<file path="src/rtl/cpu_types_pkg.sv">
// Shared CPU-side types: RAM handshake status, bus word and the memory arbiter FSM states.
package cpu_types_pkg;

  typedef logic [31:0] word_t;

  typedef enum logic [1:0] {
    FREE,
    BUSY,
    ACCESS,
    ERROR
  } ramstate_t;

  typedef enum logic [2:0] {
    IDLE,
    IFETCH,
    DREAD,
    DWRITE,
    SCFAIL
  } arb_state_t;

endpackage

</file>
<file path="src/rtl/memory_arbiter_if.sv">
// Datapath-side request/response signals and the shared RAM port seen by the memory arbiter.
interface memory_arbiter_if;
  import cpu_types_pkg::*;

  logic      iREN;
  word_t     iaddr;
  word_t     iload;
  logic      iwait;
  logic      dREN;
  logic      dWEN;
  logic      datomic;
  word_t     daddr;
  word_t     dstore;
  word_t     dload;
  logic      dwait;
  logic      ramREN;
  logic      ramWEN;
  word_t     ramaddr;
  word_t     ramstore;
  word_t     ramload;
  ramstate_t ramstate;
  logic      err;

  // master: the arbiter itself; slave: the requesters and RAM around it
  modport master (
    input  iREN, iaddr, dREN, dWEN, datomic, daddr, dstore, ramload, ramstate,
    output iload, iwait, dload, dwait, ramREN, ramWEN, ramaddr, ramstore, err
  );

  modport slave (
    output iREN, iaddr, dREN, dWEN, datomic, daddr, dstore, ramload, ramstate,
    input  iload, iwait, dload, dwait, ramREN, ramWEN, ramaddr, ramstore, err
  );
endinterface

</file>
<file path="src/rtl/link_register.sv">
// LL/SC reservation: a valid bit plus the linked word address, with an address-match compare.
module link_register
  import cpu_types_pkg::*;
(
  input  logic  clk,
  input  logic  rst,
  input  logic  set,
  input  logic  clr,
  input  word_t set_addr,
  input  word_t cmp_addr,
  output logic  match
);

  logic  valid;
  word_t addr;

  // NOTE: sequential state uses non-blocking assignments so every flop samples pre-edge values.
  always_ff @(posedge clk or posedge rst) begin
    if (rst) begin
      valid <= 1'b0;
      addr  <= '0;
    end else if (set) begin
      valid <= 1'b1;
      addr  <= set_addr;
    end else if (clr) begin
      valid <= 1'b0;
    end
  end

  assign match = valid && (addr == cmp_addr);

endmodule

</file>
<file path="src/rtl/memory_arbiter.sv">
// Shares one RAM port between instruction fetch and data access, with LL/SC link tracking
// and a bounded retry on RAM ERROR responses.
module memory_arbiter
  import cpu_types_pkg::*;
#(
  parameter bit FAIR      = 1'b1,
  parameter int RETRY_MAX = 4
) (
  input  logic             CLK,
  input  logic             nRST,
  memory_arbiter_if.master bus
);

  localparam int                RW         = $clog2(RETRY_MAX + 1);
  localparam logic [RW-1:0]     RETRY_LAST = RW'(RETRY_MAX - 1);

  arb_state_t    state, next_state;
  logic          last_d;
  logic [RW-1:0] retry;
  logic          link_match;
  logic          d_req, grant_d, forced, done, strobing;
  logic          link_set, link_clr;

  always_ff @(posedge CLK or posedge nRST) begin
    if (nRST) state <= IDLE;
    else      state <= next_state;
  end

  // NOTE: every always_comb output gets a default first, so no path can infer a latch.
  always_comb begin
    d_req      = bus.dREN | bus.dWEN;
    grant_d    = d_req && (!FAIR || !bus.iREN || !last_d);
    strobing   = (state == IFETCH) || (state == DREAD) || (state == DWRITE);
    forced     = (bus.ramstate == ERROR) && (retry == RETRY_LAST);
    done       = strobing && ((bus.ramstate == ACCESS) || forced);

    next_state   = state;
    bus.ramREN   = 1'b0;
    bus.ramWEN   = 1'b0;
    bus.ramaddr  = '0;
    bus.ramstore = '0;
    bus.iwait    = bus.iREN;
    bus.dwait    = d_req;
    bus.iload    = '0;
    bus.dload    = '0;
    bus.err      = 1'b0;

    case (state)
      IDLE: begin
        if (grant_d) begin
          if (bus.dWEN) next_state = (bus.datomic && !link_match) ? SCFAIL : DWRITE;
          else          next_state = DREAD;
        end else if (bus.iREN) begin
          next_state = IFETCH;
        end
      end
      IFETCH: begin
        bus.ramREN  = 1'b1;
        bus.ramaddr = bus.iaddr;
        if (done) begin
          bus.iwait  = 1'b0;
          bus.iload  = forced ? '0 : bus.ramload;
          bus.err    = forced;
          next_state = IDLE;
        end
      end
      DREAD: begin
        bus.ramREN  = 1'b1;
        bus.ramaddr = bus.daddr;
        if (done) begin
          bus.dwait  = 1'b0;
          bus.dload  = forced ? '0 : bus.ramload;
          bus.err    = forced;
          next_state = IDLE;
        end
      end
      DWRITE: begin
        bus.ramWEN   = 1'b1;
        bus.ramaddr  = bus.daddr;
        bus.ramstore = bus.dstore;
        if (done) begin
          // an atomic write only reaches DWRITE when its link matched, so it reports success
          bus.dwait  = 1'b0;
          bus.dload  = forced ? '0 : (bus.datomic ? 32'd1 : bus.ramload);
          bus.err    = forced;
          next_state = IDLE;
        end
      end
      SCFAIL: begin
        bus.dwait  = 1'b0;
        next_state = IDLE;
      end
      default: next_state = IDLE;
    endcase
  end

  always_ff @(posedge CLK or posedge nRST) begin
    if (nRST) begin
      last_d <= 1'b0;
      retry  <= '0;
    end else if (done) begin
      last_d <= (state != IFETCH);
      retry  <= '0;
    end else if (strobing && (bus.ramstate == ERROR)) begin
      retry  <= retry + 1'b1;
    end else if (state == SCFAIL) begin
      last_d <= 1'b1;
    end
  end

  assign link_set = done && (state == DREAD) && bus.datomic;
  assign link_clr = (done && (state == DWRITE) && link_match) || (state == SCFAIL);

  link_register u_link (
    .clk      (CLK),
    .rst      (nRST),
    .set      (link_set),
    .clr      (link_clr),
    .set_addr (bus.daddr),
    .cmp_addr (bus.daddr),
    .match    (link_match)
  );

endmodule

</file>
<file path="src/flat_wrapper.sv">
// flat-port wrapper written by rule: the top's interface ports become plain ports
module memory_arbiter_flat import cpu_types_pkg::*;
#(
  parameter bit FAIR      = 1'b1,
  parameter int RETRY_MAX = 4
)
  (CLK, nRST, bus_iREN, bus_iaddr, bus_dREN, bus_dWEN, bus_datomic, bus_daddr, bus_dstore, bus_ramload, bus_ramstate, bus_iload, bus_iwait, bus_dload, bus_dwait, bus_ramREN, bus_ramWEN, bus_ramaddr, bus_ramstore, bus_err);
  memory_arbiter_if bus_i ();
  input  logic CLK;
  input  logic nRST;
  input wire logic [$bits(bus_i.iREN)-1:0] bus_iREN;
  input wire logic [$bits(bus_i.iaddr)-1:0] bus_iaddr;
  input wire logic [$bits(bus_i.dREN)-1:0] bus_dREN;
  input wire logic [$bits(bus_i.dWEN)-1:0] bus_dWEN;
  input wire logic [$bits(bus_i.datomic)-1:0] bus_datomic;
  input wire logic [$bits(bus_i.daddr)-1:0] bus_daddr;
  input wire logic [$bits(bus_i.dstore)-1:0] bus_dstore;
  input wire logic [$bits(bus_i.ramload)-1:0] bus_ramload;
  input wire logic [$bits(bus_i.ramstate)-1:0] bus_ramstate;
  output wire logic [$bits(bus_i.iload)-1:0] bus_iload;
  output wire logic [$bits(bus_i.iwait)-1:0] bus_iwait;
  output wire logic [$bits(bus_i.dload)-1:0] bus_dload;
  output wire logic [$bits(bus_i.dwait)-1:0] bus_dwait;
  output wire logic [$bits(bus_i.ramREN)-1:0] bus_ramREN;
  output wire logic [$bits(bus_i.ramWEN)-1:0] bus_ramWEN;
  output wire logic [$bits(bus_i.ramaddr)-1:0] bus_ramaddr;
  output wire logic [$bits(bus_i.ramstore)-1:0] bus_ramstore;
  output wire logic [$bits(bus_i.err)-1:0] bus_err;
  assign bus_i.iREN = bus_iREN;
  assign bus_i.iaddr = bus_iaddr;
  assign bus_i.dREN = bus_dREN;
  assign bus_i.dWEN = bus_dWEN;
  assign bus_i.datomic = bus_datomic;
  assign bus_i.daddr = bus_daddr;
  assign bus_i.dstore = bus_dstore;
  assign bus_i.ramload = bus_ramload;
  assign bus_i.ramstate = bus_ramstate;
  assign bus_iload = bus_i.iload;
  assign bus_iwait = bus_i.iwait;
  assign bus_dload = bus_i.dload;
  assign bus_dwait = bus_i.dwait;
  assign bus_ramREN = bus_i.ramREN;
  assign bus_ramWEN = bus_i.ramWEN;
  assign bus_ramaddr = bus_i.ramaddr;
  assign bus_ramstore = bus_i.ramstore;
  assign bus_err = bus_i.err;
  memory_arbiter #(.FAIR(FAIR), .RETRY_MAX(RETRY_MAX)) u_core (.CLK(CLK), .nRST(nRST), .bus(bus_i));
endmodule
</file>
<file path="config.mk">
export PLATFORM = sky130hd
export DESIGN_NAME = memory_arbiter_flat
export DESIGN_NICKNAME = d
export VERILOG_FILES = /design/src/rtl/cpu_types_pkg.sv /design/src/rtl/memory_arbiter_if.sv /design/src/rtl/link_register.sv /design/src/rtl/memory_arbiter.sv /design/src/flat_wrapper.sv
export SDC_FILE = /design/constraint.sdc
export NUM_CORES = 1
export LEC_CHECK = 0
export CORE_AREA = 2 2 103 105
export CTS_BUF_LIST = sky130_fd_sc_hd__clkbuf_8
export DETAILED_ROUTE_END_ITERATION = 10
export DIE_AREA = 0 0 105 107
export MAX_ROUTING_LAYER = met4
export PLACE_DENSITY_LB_ADDON = 0.3
export SLEW_MARGIN = 20
export SYNTH_ARGS = -nofsm -noshare
export SYNTH_HDL_FRONTEND = slang
export SYNTH_SLANG_ARGS = --single-unit
export TNS_END_PERCENT = 1
</file>
<file path="constraint.sdc">
create_clock -name CLK -period 3.9 [get_ports CLK]
set_input_delay 0.39 -clock CLK [delete_from_list [all_inputs] [get_ports CLK]]
set_output_delay 0.39 -clock CLK [all_outputs]
set_load 0.01 [all_outputs]
</file>
---- Word-level counts from Yosys, hierarchy flattened ----
Cells that the tools add are included.
word-level totals
  register bits after elaboration ......... 40
  output and inout port bits .............. 133
  word-level logic and storage cells ...... 76
operators by class
  $add $sub $neg .......................... 1
  equality and inequality tests ........... 12
  muxes and demuxes ....................... 30
  bitwise operators ....................... 1
  reduce and logical (&&, ||, !) cells .... 27
operator list
  operator             count
  $mux 32              7
  $pmux 32 s2          2
  $eq 32x32->1         1
  $mux 3               7
  $mux 1               12
  $logic_and 1x1->1    10
  $eq 3x2->1 const B   3
  $pmux 3 s2           1
  $reduce_bool 2->1    3
  $logic_or 1x1->1     5
  $eq 2x2->1 const B   2
  $ne 2x1->1 const B   2
  $reduce_and 2->1     2
  $reduce_or 2->1      2
  $add 3x1->3 const B  1
  $eq 3x1->1 const B   1
  $eq 3x3->1 const B   1
  $logic_not 1->1      3
  $logic_not 3->1      1
  $ne 3x1->1 const B   1
  $ne 3x2->1 const B   1
  $reduce_or 3->1      1
  $pmux 1 s2           1
  $or 1x1->1           1

---- Logic depth before layout (Yosys ltp) ----
  depth after elaboration ................. 9
  depth in mapped cells ................... 7
  depth with buffers taken out ............ 6

---- Hierarchy ----
Synthesis repeated with hierarchy kept, for this count alone.
unflattened totals
  cells, all modules ...................... 324
  area, all modules ....................... 3121.7 um^2
by module, submodules not included
  module          instances  cells each  area each (um^2)  sequential area each (um^2)
  link_register   1          118         1590.3            825.8
  memory_arbiter  1          206         1531.5            175.2

---- Worst setup path after synthesis ----
No wires, ideal clock.
  path type ............................... register -> output
  start point ............................. register u_core.state[1]
  end point ............................... output port bus_dload[10]
  arrival time ............................ 1.699 ns
  data required time ...................... 3.510 ns
  setup slack ............................. 1.811 ns
  cell stages (with the launch flop) ...... 7
  cell sequence ........................... dfrtp_1 nor2_1 or3b_1 buf_4 a2111oi_4 clkbuf_2 and2_1
on the way
  word-level cells in the longest chain between the ends .. 6
  elaborated cells between the ends (all ways) .. 9
  classes of those cells .................. eq/ne (3); mux (3); reduce/logical (3)
ends and longest elaborated chain
  what                                             RTL line                                    RTL
  start, declared                                  memory_arbiter.sv:17                        arb_state_t state, next_state;
  start signal, assigned                           memory_arbiter.sv:26                        else state <= next_state;
  $eq 3x1->1 / $eq 3x2->1 (equally long branches)  memory_arbiter.sv:33, memory_arbiter.sv:48
  $logic_or 1x1->1 (2 in series)                   memory_arbiter.sv:33                        strobing = (state == IFETCH) || (state == DREAD) || (state == DWRITE);
  $logic_and 1x1->1                                memory_arbiter.sv:35                        done = strobing && ((bus.ramstate == ACCESS) || forced);
  $mux 32 (on tied branches)                       memory_arbiter.sv:81, memory_arbiter.sv:70
  $pmux 32 s2 (*)                                  memory_arbiter.sv:48                        case (state)
  end, declared                                    flat_wrapper.sv:22                          output wire logic [$bits(bus_i.dload)-1:0] bus_dload;
Every way passes the cells marked *; elsewhere a longest branch is shown, timed or not.

---- Final worst setup path ----
  start point ............................. register u_core.state[1]
  end point ............................... output port bus_dload[12]
Same word-level chain as after synthesis.

==> metrics.cfg <==
[placed_design]
dpl.hpwl_um = 9470
post-place-ws_ns = 0.758
gp_congestion = 0.816
port_buffers = 268
dpl-instance-area_um2 = 5880

[floorplan]
fp.dieW_um = 105
ios = 269
die_h_um = 107
start_util = 0.304
die-area_um2 = 11200
core_um2 = 10100
fp-row-count = 37

[synthesis]
syn_area_per_cell_um2 = 9.39
ys_seq_area_frac = 0.326
ys_types = 37
yosys_register_bits = 40
syn_nets = 465
yosys_warnings = 0
synth.cell_area_um2 = 3070
syn_inst = 327

[setup_path]
crit_fanout = 31
worstSetupPathType = reg2out
startpoint_type = flop
cp.required_ns = 3.51
cp-end-kind = output pin
arrival_ns = 2.82

[route]
wl_per_cell_um = 16.3
drt-total-wl_um = 11700
vias = 3455
drt-initial-drc-count = 150
ant_nets = 0
drc_errors = 0
firstDrtPassIters = 4
vias_per_cell = 4.79

[final_layout]
area_delta_synth_final_pct = 94.5
diodes = 0
nNetsFinal = 723
final_cell_area_um2 = 5970
drive_above_1_share = 0.0904

[power]
irDropWorstVdd_uv = 247
power_density_nw_per_um2 = 454
p_leak_uw = 0.00253
total_power_uw = 2710

[timing]
fmax_mhz = 312
fin_hold_ws_ns = 0.477
fin_crit_ns = 3.21
hold_viol = 0
finalCritPeriodShare = 0.822
layout_setup_ws_ns = 0.693
finalSetupViolations = 0
worst_pin_slew_ns = 0.834
rsz0062_at_grt = false
final-max-slew-violation-count = 0
max-slew-margin-rel = 0.443
setup_tns_ns = 0
finClkSkew_ns = 0.00316

[global_route]
track_usage = 0.204
grt_pass1_vias = 3584
grt_start_max_net_pins = 39
grt_antenna_before_repair = 0
overflow = 0
grt_pass1_wl_um = 18000

[clocking]
cts_tree = yes
insertion_delay_ns = 0.28
cts_root_buffer = clkbuf_8
ctsHoldBuffers = 0
path_clk_slew_ns = 0.07
clock_sinks = 40
cts-htree-levels = 2
post_cts.repair.setup_buffers = 0
numCtsBuffers = 5
clockBufferDepth = 2
cts_resized = 0

[run_status]
status = complete, no violations

[hold_path]
min_path_type = in2async

[run]
max-cap-violations = 0

-- state kept, by name, summed over array words and instances, names as in the netlist --
signal,flops
u_core.u_link.addr,32
u_core.retry,3
u_core.state,3
u_core.last_d,1
u_core.u_link.valid,1
-- power by group --
group	total [µW]	switching, µW	internal [µW]
sequential	723	127	596
combinational	1710	736	975
clock	276	137	139
-- final cells by class --
class	instances	area (µm²)
clock buffers	6	82.6
clock inverters	2	7.51
fillers	887	4120
inverters	4	15.0
multi-input cells	258	1960
flip-flops and latches	40	1000
well taps	136	170
repair buffers	276	2740
-- metal layers --
layer,track usage,part of all wire,up-vias
li1,-,-,1667
met1,0.232,0.40,1658
met2,0.380,0.54,121
met3,0.0328,0.043,9
met4,0.0381,0.0090,0
met5,-,0,-
-- cell usage in the layout (no fill, tap or decap), drive strengths merged, types with 2 or more instances in the layout --
cell	instances
a211oi	2
a22o	32
and2	63
and3	32
buf	8
clkbuf	6
clkdlybuf4s50	268
dfrtp	40
ha	2
inv	6
mux2	32
nand2	12
nand2b	2
nand3	6
nand3b	3
nor2	6
nor2b	3
nor3	6
nor4	7
o21ai	5
o31ai	2
xnor2	4
xor2	28
-- synthesized netlist by cell type --
master,n,share of area
a2111oi_4,1,0.0090
a211oi_1,2,0.0049
a21o_1,1,0.0024
a21oi_1,1,0.0016
a22o_1,32,0.091
a22oi_1,1,0.0024
a2bb2oi_1,1,0.0029
and2_1,63,0.13
and3_1,32,0.065
buf_4,4,0.0098
clkbuf_1,18,0.022
clkbuf_2,3,0.0049
dfrtp_1,40,0.33
ha_1,2,0.0081
inv_1,4,0.0049
mux2_2,32,0.12
nand2_1,12,0.015
nand2b_1,2,0.0041
nand3_1,5,0.0081
nand3_2,1,0.0033
nand3b_1,3,0.0073
nor2_1,6,0.0073
nor2b_1,3,0.0061
nor3_1,6,0.0098
nor3b_2,1,0.0041
nor4_1,6,0.012
nor4_2,1,0.0041
o211ai_1,1,0.0024
o21a_1,1,0.0024
o21ai_0,4,0.0065
o21ai_1,1,0.0016
o31ai_1,2,0.0049
o41a_1,1,0.0037
or3b_1,1,0.0029
or4_1,1,0.0024
xnor2_1,4,0.011
xor2_1,28,0.080
-- worst paths after layout --
path | slack, ns | depth (start not counted) | from | end
max in group asynchronous | 2.80 | 3 | nRST | u_core.u_link.addr[9]
worst min register to register | 0.50 | 2 | u_core.retry[2] | u_core.retry[2]
worst max register to register | 1.39 | 7 | u_core.retry[0] | u_core.u_link.addr[10]
worst min-delay path | 0.48 | 2 | nRST | u_core.u_link.addr[21]
worst max-delay path | 0.69 | 6 | u_core.state[1] | bus_dload[12]
min in group CLK | 0.50 | 2 | u_core.retry[2] | u_core.retry[2]
-- cells by family after synthesis --
kind of cell	count (synthesis)	synth area share
and+or+nand+nor	143	0.280
DFF	40	0.326
muxes	32	0.117
AOI/OAI and AO/OA	49	0.136
xor gates and xnor gates	32	0.0912
adders and majority gates	2	0.00815
buffers and inverters	29	0.0415
-- through the flow --
step,utilization,std cells
floorplan,-,327
global placement,0.583,714
detailed placement,0.583,714
CTS,0.592,722
global route,0.592,722
finish,0.592,722
-- worst max-delay path: stages, from the launching register on --
cell	delay (ns)
dfrtp_1	0.51
nor2_1	0.15
or3b_1	0.54
a2111oi_4	0.31
buf_4	0.30
and2_1	0.17
clkdlybuf4s50_1	0.54
Note: power is estimated with default switching activity, not from simulation.
